==> src/rtl/led_seq_pkg.sv <==
// Shared definitions for the LED pattern sequencer: animation modes,
// shift-direction encoding, the default power-up pattern and the
// prescaler period helper.
package led_seq_pkg;

   // Animation modes as driven on the mode input.
   typedef enum logic [1:0] {
      MODE_ROTATE = 2'b00,
      MODE_BOUNCE = 2'b01,
      MODE_BLINK  = 2'b10,
      MODE_HOLD   = 2'b11
   } mode_e;

   // Shift direction: left moves bits toward the MSB, right toward the LSB.
   localparam logic DIR_LEFT  = 1'b0;
   localparam logic DIR_RIGHT = 1'b1;

   // Power-up pattern, pre-inverted so active-low boards show 001100110010.
   localparam logic [11:0] DEFAULT_RESET_PAT = ~12'b0011_0011_0010;

   // Clocks per animation step for a given speed select.
   function automatic int unsigned step_period(int unsigned base_div,
                                               int unsigned speed);
      return base_div << speed;
   endfunction

endpackage

==> src/rtl/led_seq_ctrl_tick_gen.sv <==
// Step-rate prescaler. Counts clocks while enabled and flags the last
// clock of each period. The >= compare lets a mid-count speed reduction
// tick on the very next cycle instead of wrapping the counter.
module led_tick_gen
   import led_seq_pkg::*;
#(
   parameter int unsigned CNT_W    = 28,
   parameter int unsigned BASE_DIV = 2**24,
   parameter int unsigned SPEED_W  = 2
) (
   input  logic               clk,
   input  logic               rst,
   input  logic               en,
   input  logic               clr,
   input  logic [SPEED_W-1:0] speed,
   output logic               tick
);

   logic [CNT_W-1:0] cnt;
   logic [CNT_W-1:0] limit;

   // Terminal count for the currently selected speed (period minus one).
   assign limit = CNT_W'(step_period(BASE_DIV, 32'(speed)) - 32'd1);

   // Tick is a combinational flag; the owner decides whether to act on it.
   assign tick = en && (cnt >= limit);

   // Prescaler counter: clear wins, otherwise count or wrap while enabled.
   // NOTE: sequential state is assigned with <= so every flop samples the
   // pre-edge values of its inputs regardless of statement order.
   always_ff @(posedge clk or negedge rst) begin
      if (!rst) begin
         cnt <= '0;
      end else if (clr) begin
         cnt <= '0;
      end else if (en) begin
         cnt <= tick ? '0 : cnt + CNT_W'(1);
      end
   end

endmodule

==> src/rtl/led_seq_ctrl.sv <==
// LED pattern sequencer. Drives a WIDTH-bit LED bank with rotate, bounce,
// blink or hold animations advanced by a programmable prescaler tick.
// A one-cycle load strobe replaces the pattern and restarts the period.
module led_seq_ctrl
   import led_seq_pkg::*;
#(
   parameter int unsigned      WIDTH     = 12,
   parameter int unsigned      CNT_W     = 28,
   parameter int unsigned      BASE_DIV  = 2**24,
   parameter int unsigned      SPEED_W   = 2,
   parameter logic [WIDTH-1:0] RESET_PAT = WIDTH'(DEFAULT_RESET_PAT)
) (
   input  logic               clk,
   input  logic               rst,
   input  logic               en,
   input  logic [1:0]         mode,
   input  logic               direction,
   input  logic [SPEED_W-1:0] speed,
   input  logic               load,
   input  logic [WIDTH-1:0]   load_pat,
   output logic [WIDTH-1:0]   led,
   output logic               step,
   output logic               dir_state
);

   mode_e            mode_cur;
   mode_e            mode_q;
   logic             tick;
   logic             enter_bounce;
   logic             dir_eff;
   logic [WIDTH-1:0] rot_left;
   logic [WIDTH-1:0] rot_right;
   logic [WIDTH-1:0] bounce_led;
   logic             bounce_dir;
   logic [WIDTH-1:0] led_next;
   logic             dir_next;
   logic             step_next;

   assign mode_cur = mode_e'(mode);

   // Prescaler; a load restarts the step period from zero.
   led_tick_gen #(
      .CNT_W    (CNT_W),
      .BASE_DIV (BASE_DIV),
      .SPEED_W  (SPEED_W)
   ) u_tick_gen (
      .clk   (clk),
      .rst   (rst),
      .en    (en),
      .clr   (load),
      .speed (speed),
      .tick  (tick)
   );

   // Entering bounce re-seeds the bounce direction from the live input;
   // the same-cycle value is used so a coincident tick already honours it.
   assign enter_bounce = (mode_cur == MODE_BOUNCE) && (mode_q != MODE_BOUNCE);
   assign dir_eff      = enter_bounce ? direction : dir_state;

   // Circular shifts for rotate mode.
   assign rot_left  = {led[WIDTH-2:0], led[WIDTH-1]};
   assign rot_right = {led[0], led[WIDTH-1:1]};

   // Bounce step: zero-fill shift, reversing when a set bit would fall off.
   // NOTE: every output of a combinational block gets a default first so
   // no path leaves it unassigned and no latch is inferred.
   always_comb begin
      bounce_led = led;
      bounce_dir = dir_eff;
      if (led[WIDTH-1] && led[0]) begin
         // Both ends lit: nowhere to go, so only the direction flips.
         bounce_dir = ~dir_eff;
      end else if (dir_eff == DIR_LEFT) begin
         if (led[WIDTH-1]) begin
            bounce_dir = DIR_RIGHT;
            bounce_led = led >> 1;
         end else begin
            bounce_led = led << 1;
         end
      end else begin
         if (led[0]) begin
            bounce_dir = DIR_LEFT;
            bounce_led = led << 1;
         end else begin
            bounce_led = led >> 1;
         end
      end
   end

   // Next pattern, bounce direction and step pulse; load beats tick.
   always_comb begin
      led_next  = led;
      dir_next  = dir_state;
      step_next = 1'b0;
      if (load) begin
         led_next = load_pat;
         dir_next = direction;
      end else if (en) begin
         dir_next = dir_eff;
         if (tick) begin
            unique case (mode_cur)
               MODE_ROTATE: begin
                  led_next  = (direction == DIR_LEFT) ? rot_left : rot_right;
                  step_next = 1'b1;
               end
               MODE_BOUNCE: begin
                  led_next  = bounce_led;
                  dir_next  = bounce_dir;
                  step_next = 1'b1;
               end
               MODE_BLINK: begin
                  led_next  = ~led;
                  step_next = 1'b1;
               end
               MODE_HOLD: begin
                  led_next  = led;
                  step_next = 1'b0;
               end
            endcase
         end
      end
   end

   // Output and mode-history registers; reset drops any pending step.
   always_ff @(posedge clk or negedge rst) begin
      if (!rst) begin
         led       <= RESET_PAT;
         step      <= 1'b0;
         dir_state <= DIR_LEFT;
         mode_q    <= MODE_ROTATE;
      end else begin
         led       <= led_next;
         step      <= step_next;
         dir_state <= dir_next;
         mode_q    <= mode_cur;
      end
   end

endmodule

==> config.mk <==
export PLATFORM = sky130hd
export DESIGN_NAME = led_seq_ctrl
export DESIGN_NICKNAME = d
export VERILOG_FILES = /design/src/rtl/led_seq_pkg.sv /design/src/rtl/led_seq_ctrl_tick_gen.sv /design/src/rtl/led_seq_ctrl.sv
export SDC_FILE = /design/constraint.sdc
export NUM_CORES = 1
export LEC_CHECK = 0
export BUFFER_PORTS_ARGS = -buffer_cell sky130_fd_sc_hd__buf_2
export CELL_PAD_IN_SITES_DETAIL_PLACEMENT = 0
export CELL_PAD_IN_SITES_GLOBAL_PLACEMENT = 1
export CORE_MARGIN = 1
export CORE_UTILIZATION = 40
export CTS_CLUSTER_SIZE = 30
export DETAILED_ROUTE_END_ITERATION = 16
export MAX_ROUTING_LAYER = met4
export PLACE_DENSITY_LB_ADDON = 0.1
export SYNTH_ARGS = -nofsm -noshare
export SYNTH_HDL_FRONTEND = slang
export SYNTH_SLANG_ARGS = --single-unit
==> constraint.sdc <==
create_clock -name clk -period 3.8 [get_ports clk]
set_input_delay 0.76 -clock clk [delete_from_list [all_inputs] [get_ports clk]]
set_output_delay 0.76 -clock clk [all_outputs]
set_load 0.03 [all_outputs]
==> impl_results.md <==
- Diode count: 0
- Pwr/cell area: around 340 nW/um^2
- FFs w/ async S/R, synth: 1.00
- CP max FO: 7
- Post-synth top area share: 0.317
- Reg2reg start: u_tick_gen.cnt[0]$_DFFE_PN0N_
- Clk Latency, worst-skew pair: a little over 0.3 ns
- Cts hold-fix bufs: 0
- Worst Tran Pin Value: 1.04 ns
- Endpoint class of the critical path: register
- Hold Crit Class: reg -> reg
- ANT nets after route: 0
- Top post-synthesis cells by count: nor2_1 (45), dfrtp_1 (37), nand2_1 (23), o21ai_0 (20), nand4_1 (17)
- Period utilization: 0.648
- Ports: 35
- Post-synth EDFFs: 0
- DR iter-0 viols: between 100 and 150
- Synth top area cells: dfrtp_1 (32%), dfstp_2 (6.3%), nor2_1 (5.8%)
- Starting Density: 0.421
- TNS Setup: 0 ns
- Syn Area/Cell: just under 9 um^2
- # resized after CTS: 0
- CP Data Required Time: 3.99 ns
- WHS Endpoint: u_tick_gen.cnt[7]$_DFFE_PN0N_
- Clock slew at reported path FFs: ~0.090 ns
- Vias in the first global route: approximately 2.6k
- CP Data Arrival Time: ~2.7 ns
- Placed cell count: between 400 and 500
- Congestion Overflow GR: 0
- Cells after Synth: 330
- H-tree depth: 2
- Clock buffer count from CTS: 5
- Power Total: about 1.1 mW
- Worst R2R Path Depth: 7
- Post-synth top area cell: dfrtp_1
- Unrepaired setup endpoints after global routing: false
- Clock share of power: 0.306
- Dpl hpwl: around 5 mm
- Hold Startpoint: u_tick_gen.cnt[7]$_DFFE_PN0N_
- Max_cap viols: 0
- Post-CTS Setup Bufs: 0
- Residual DRC: 0
- Register area share after synthesis: 0.379
- Most numerous cell in the Yosys netlist: nor2_1
- Slowest CP cell: or4_4
- RD Place Congestion: around 0.81
- Final hold violations: 0
- CTS tree: yes
- Net Sw Frac: 0.327
- Max_slew headroom: 0.309
- Die Footprint: 7660 um^2
- Die Span Y: approximately 88 um
- Syn_nets: 359
- Status: completed
- P_int: around 0.74 mW
- Clk buf depth: 2
- Die Wd: 87.5 um
- Cell variety after synth: 56
- Via density: around 5.7
- Worst setup SP type: primary input
- Min Tclk post-route: roughly 2.5 ns
- Cell Area, Synth: 2930 um^2
- Post-synth top flop: dfrtp_1
- Fin. max-slew vios: 0
- Final worst clock skew: 0.0123 ns
- Register bit total from synthesis: 44
- DR WL/cell: between 15 and 20 um
- Clk root buf: clkbuf_8
- Sinks on Clock Net: between 40 and 50
- Fillers: just under 700
- Ys Warns: 0
- Core area: roughly 6900 um^2
- Area Overhead vs Synth: 11.6%
- Site row count: 30
- Setup slack, reg-to-reg: 1.47 ns
- Hold path depth: 1
- Flop pwr share: 0.492
- Worst vdd ir: ~0.12 mV
- Crit-path cells: buf_2 -> nand2_1 -> ha_1 -> nand4_1 -> or4_4 -> o21ai_4 -> nand3_1 -> nor3_1 -> a21oi_1
- Drt total wl: 7.38 mm
- First-pass GRT wire length: ~13 mm
- Largest net degree at the start of global routing: 45
- FMAX: 406 MHz
- Cell Count, Final, Fillers Out: about 460
- Logic pwr share: 0.202
- R2r endpoint: u_tick_gen.cnt[16]$_DFFE_PN0N_
- TritonRoute pass-1 iters: 4
- Initial antenna violation count: 0
- Nets@finish: ~390
- Port bufs: 34
- CP max stage delay: between 0.5 and 0.6 ns
- P_leak: between 1 and 1.5 nW
- DR vias: approximately 2.6k
- Crit Path Class: in -> reg
- GRT Total Usage: 0.217
- Sw power: about 0.36 mW
- Layout cell share with drive strength beyond 1: 0.175
- # setup viols final: 0
==> cells in the final DEF, fill, tap and decap left out, types with 3 or more instances in the layout <==
| cell | count |
|---|---|
| nor2_1 | 45 |
| dfrtp_1 | 37 |
| buf_2 | 34 |
| nand2_1 | 23 |
| o21ai_0 | 20 |
| nand4_1 | 17 |
| xor2_1 | 14 |
| a21oi_1 | 13 |
| inv_1 | 12 |
| mux2i_1 | 10 |
| nand3_1 | 9 |
| xnor2_1 | 9 |
| o21a_1 | 8 |
| o211ai_1 | 8 |
| ha_1 | 8 |
| and3_1 | 7 |
| a31oi_1 | 7 |
| clkbuf_8 | 7 |
| dfstp_2 | 7 |
| o221ai_1 | 6 |
| a41oi_1 | 5 |
| nor3_1 | 4 |
| and4_1 | 3 |
| and2_1 | 3 |
| nor2b_1 | 3 |
| o31ai_1 | 3 |
| nor2_2 | 3 |
| a41oi_2 | 3 |
==> critical path: cells and delay by family <==
family	cells	cell delay [ns]
AO/OA/AOI/OAI	2	0.33
buffers and inverters	1	0.09
adder cells (fa/ha/maj)	1	0.29
AND/OR/NAND/NOR	5	1.19
==> sequential cells by signal, summed over array words and instances, names as in the netlist <==
| register | count |
|---|---|
| dir_state | 1 |
| led | 12 |
| mode_q | 2 |
| step | 1 |
| u_tick_gen.cnt | 28 |
==> per-stage QoR <==
| stage | worst slack, ns | hold slack, ns | util | instance area [um^2] |
|---|---|---|---|---|
| 2_1_floorplan | 1.30 | 0.463 | - | 2930 |
| 3_3_place_gp | 1.03 | 0.482 | 0.456 | 3160 |
| 3_5_place_dp | 1.00 | 0.485 | 0.456 | 3160 |
| 4_1_cts | 1.32 | 0.502 | 0.470 | 3260 |
| 5_1_grt | 1.12 | 0.552 | 0.470 | 3260 |
| 6_report | 1.34 | 0.502 | 0.470 | 3260 |
==> per-layer routing <==
layer | vias up | wire (um) | global-route usage
li1 | 1280 | - | -
met1 | 1274 | 3340 | 0.267
met2 | 48 | 3680 | 0.369
met3 | 10 | 232 | 0.0313
met4 | 0 | 125 | 0.0671
met5 | - | 0 | -
==> cells by family (layout without fill, tap and decap cells) <==
family | count (synthesis) | after routing | synth area share
AO/OA/AOI/OAI | 90 | 90 | 0.223
other | 1 | 1 | 0.00128
buffers and inverters | 25 | 55 | 0.0355
AND/OR/NAND/NOR | 128 | 128 | 0.219
XOR/XNOR | 23 | 23 | 0.0689
adder cells (fa/ha/maj) | 8 | 8 | 0.0342
flip-flops | 44 | 44 | 0.379
multiplexers | 11 | 11 | 0.0381
==> cell type report <==
type	count	area (um^2)	share of cell area
Tap cell	96	120	0.0368
Multi-Input combinational cell	261	1710	0.524
Timing Repair Buffer	35	178	0.0544
Inverter	12	45.0	0.0138
Sequential cell	44	1110	0.340
Clock buffer	8	100	0.0307
==> worst max path at each step <==
stage | start | endpoint | slack [ns]
floorplan | speed[1] | led[9]$_DFFE_PN0P_ | 1.30
global placement | mode[1] | led[6]$_DFFE_PN1P_ | 1.03
detailed placement | speed[1] | led[8]$_DFFE_PN0P_ | 1.0
CTS | speed[1] | led[8]$_DFFE_PN0P_ | 1.32
global route | u_tick_gen.cnt[0]$_DFFE_PN0N_ | u_tick_gen.cnt[16]$_DFFE_PN0N_ | 1.12
finish | speed[1] | led[8]$_DFFE_PN0P_ | 1.34
==> power by group through the flow <==
stage / registers [mW] / logic, mW / clock network [mW]
after floorplan: 0.565 / 0.125 / 0
after CTS: 0.538 / 0.223 / 0.346
after global routing: 0.544 / 0.246 / 0.360
final: 0.539 / 0.222 / 0.335
after detailed placement: 0.547 / 0.223 / 0
after global placement: 0.548 / 0.222 / 0
(Power assumes the default switching activity.)
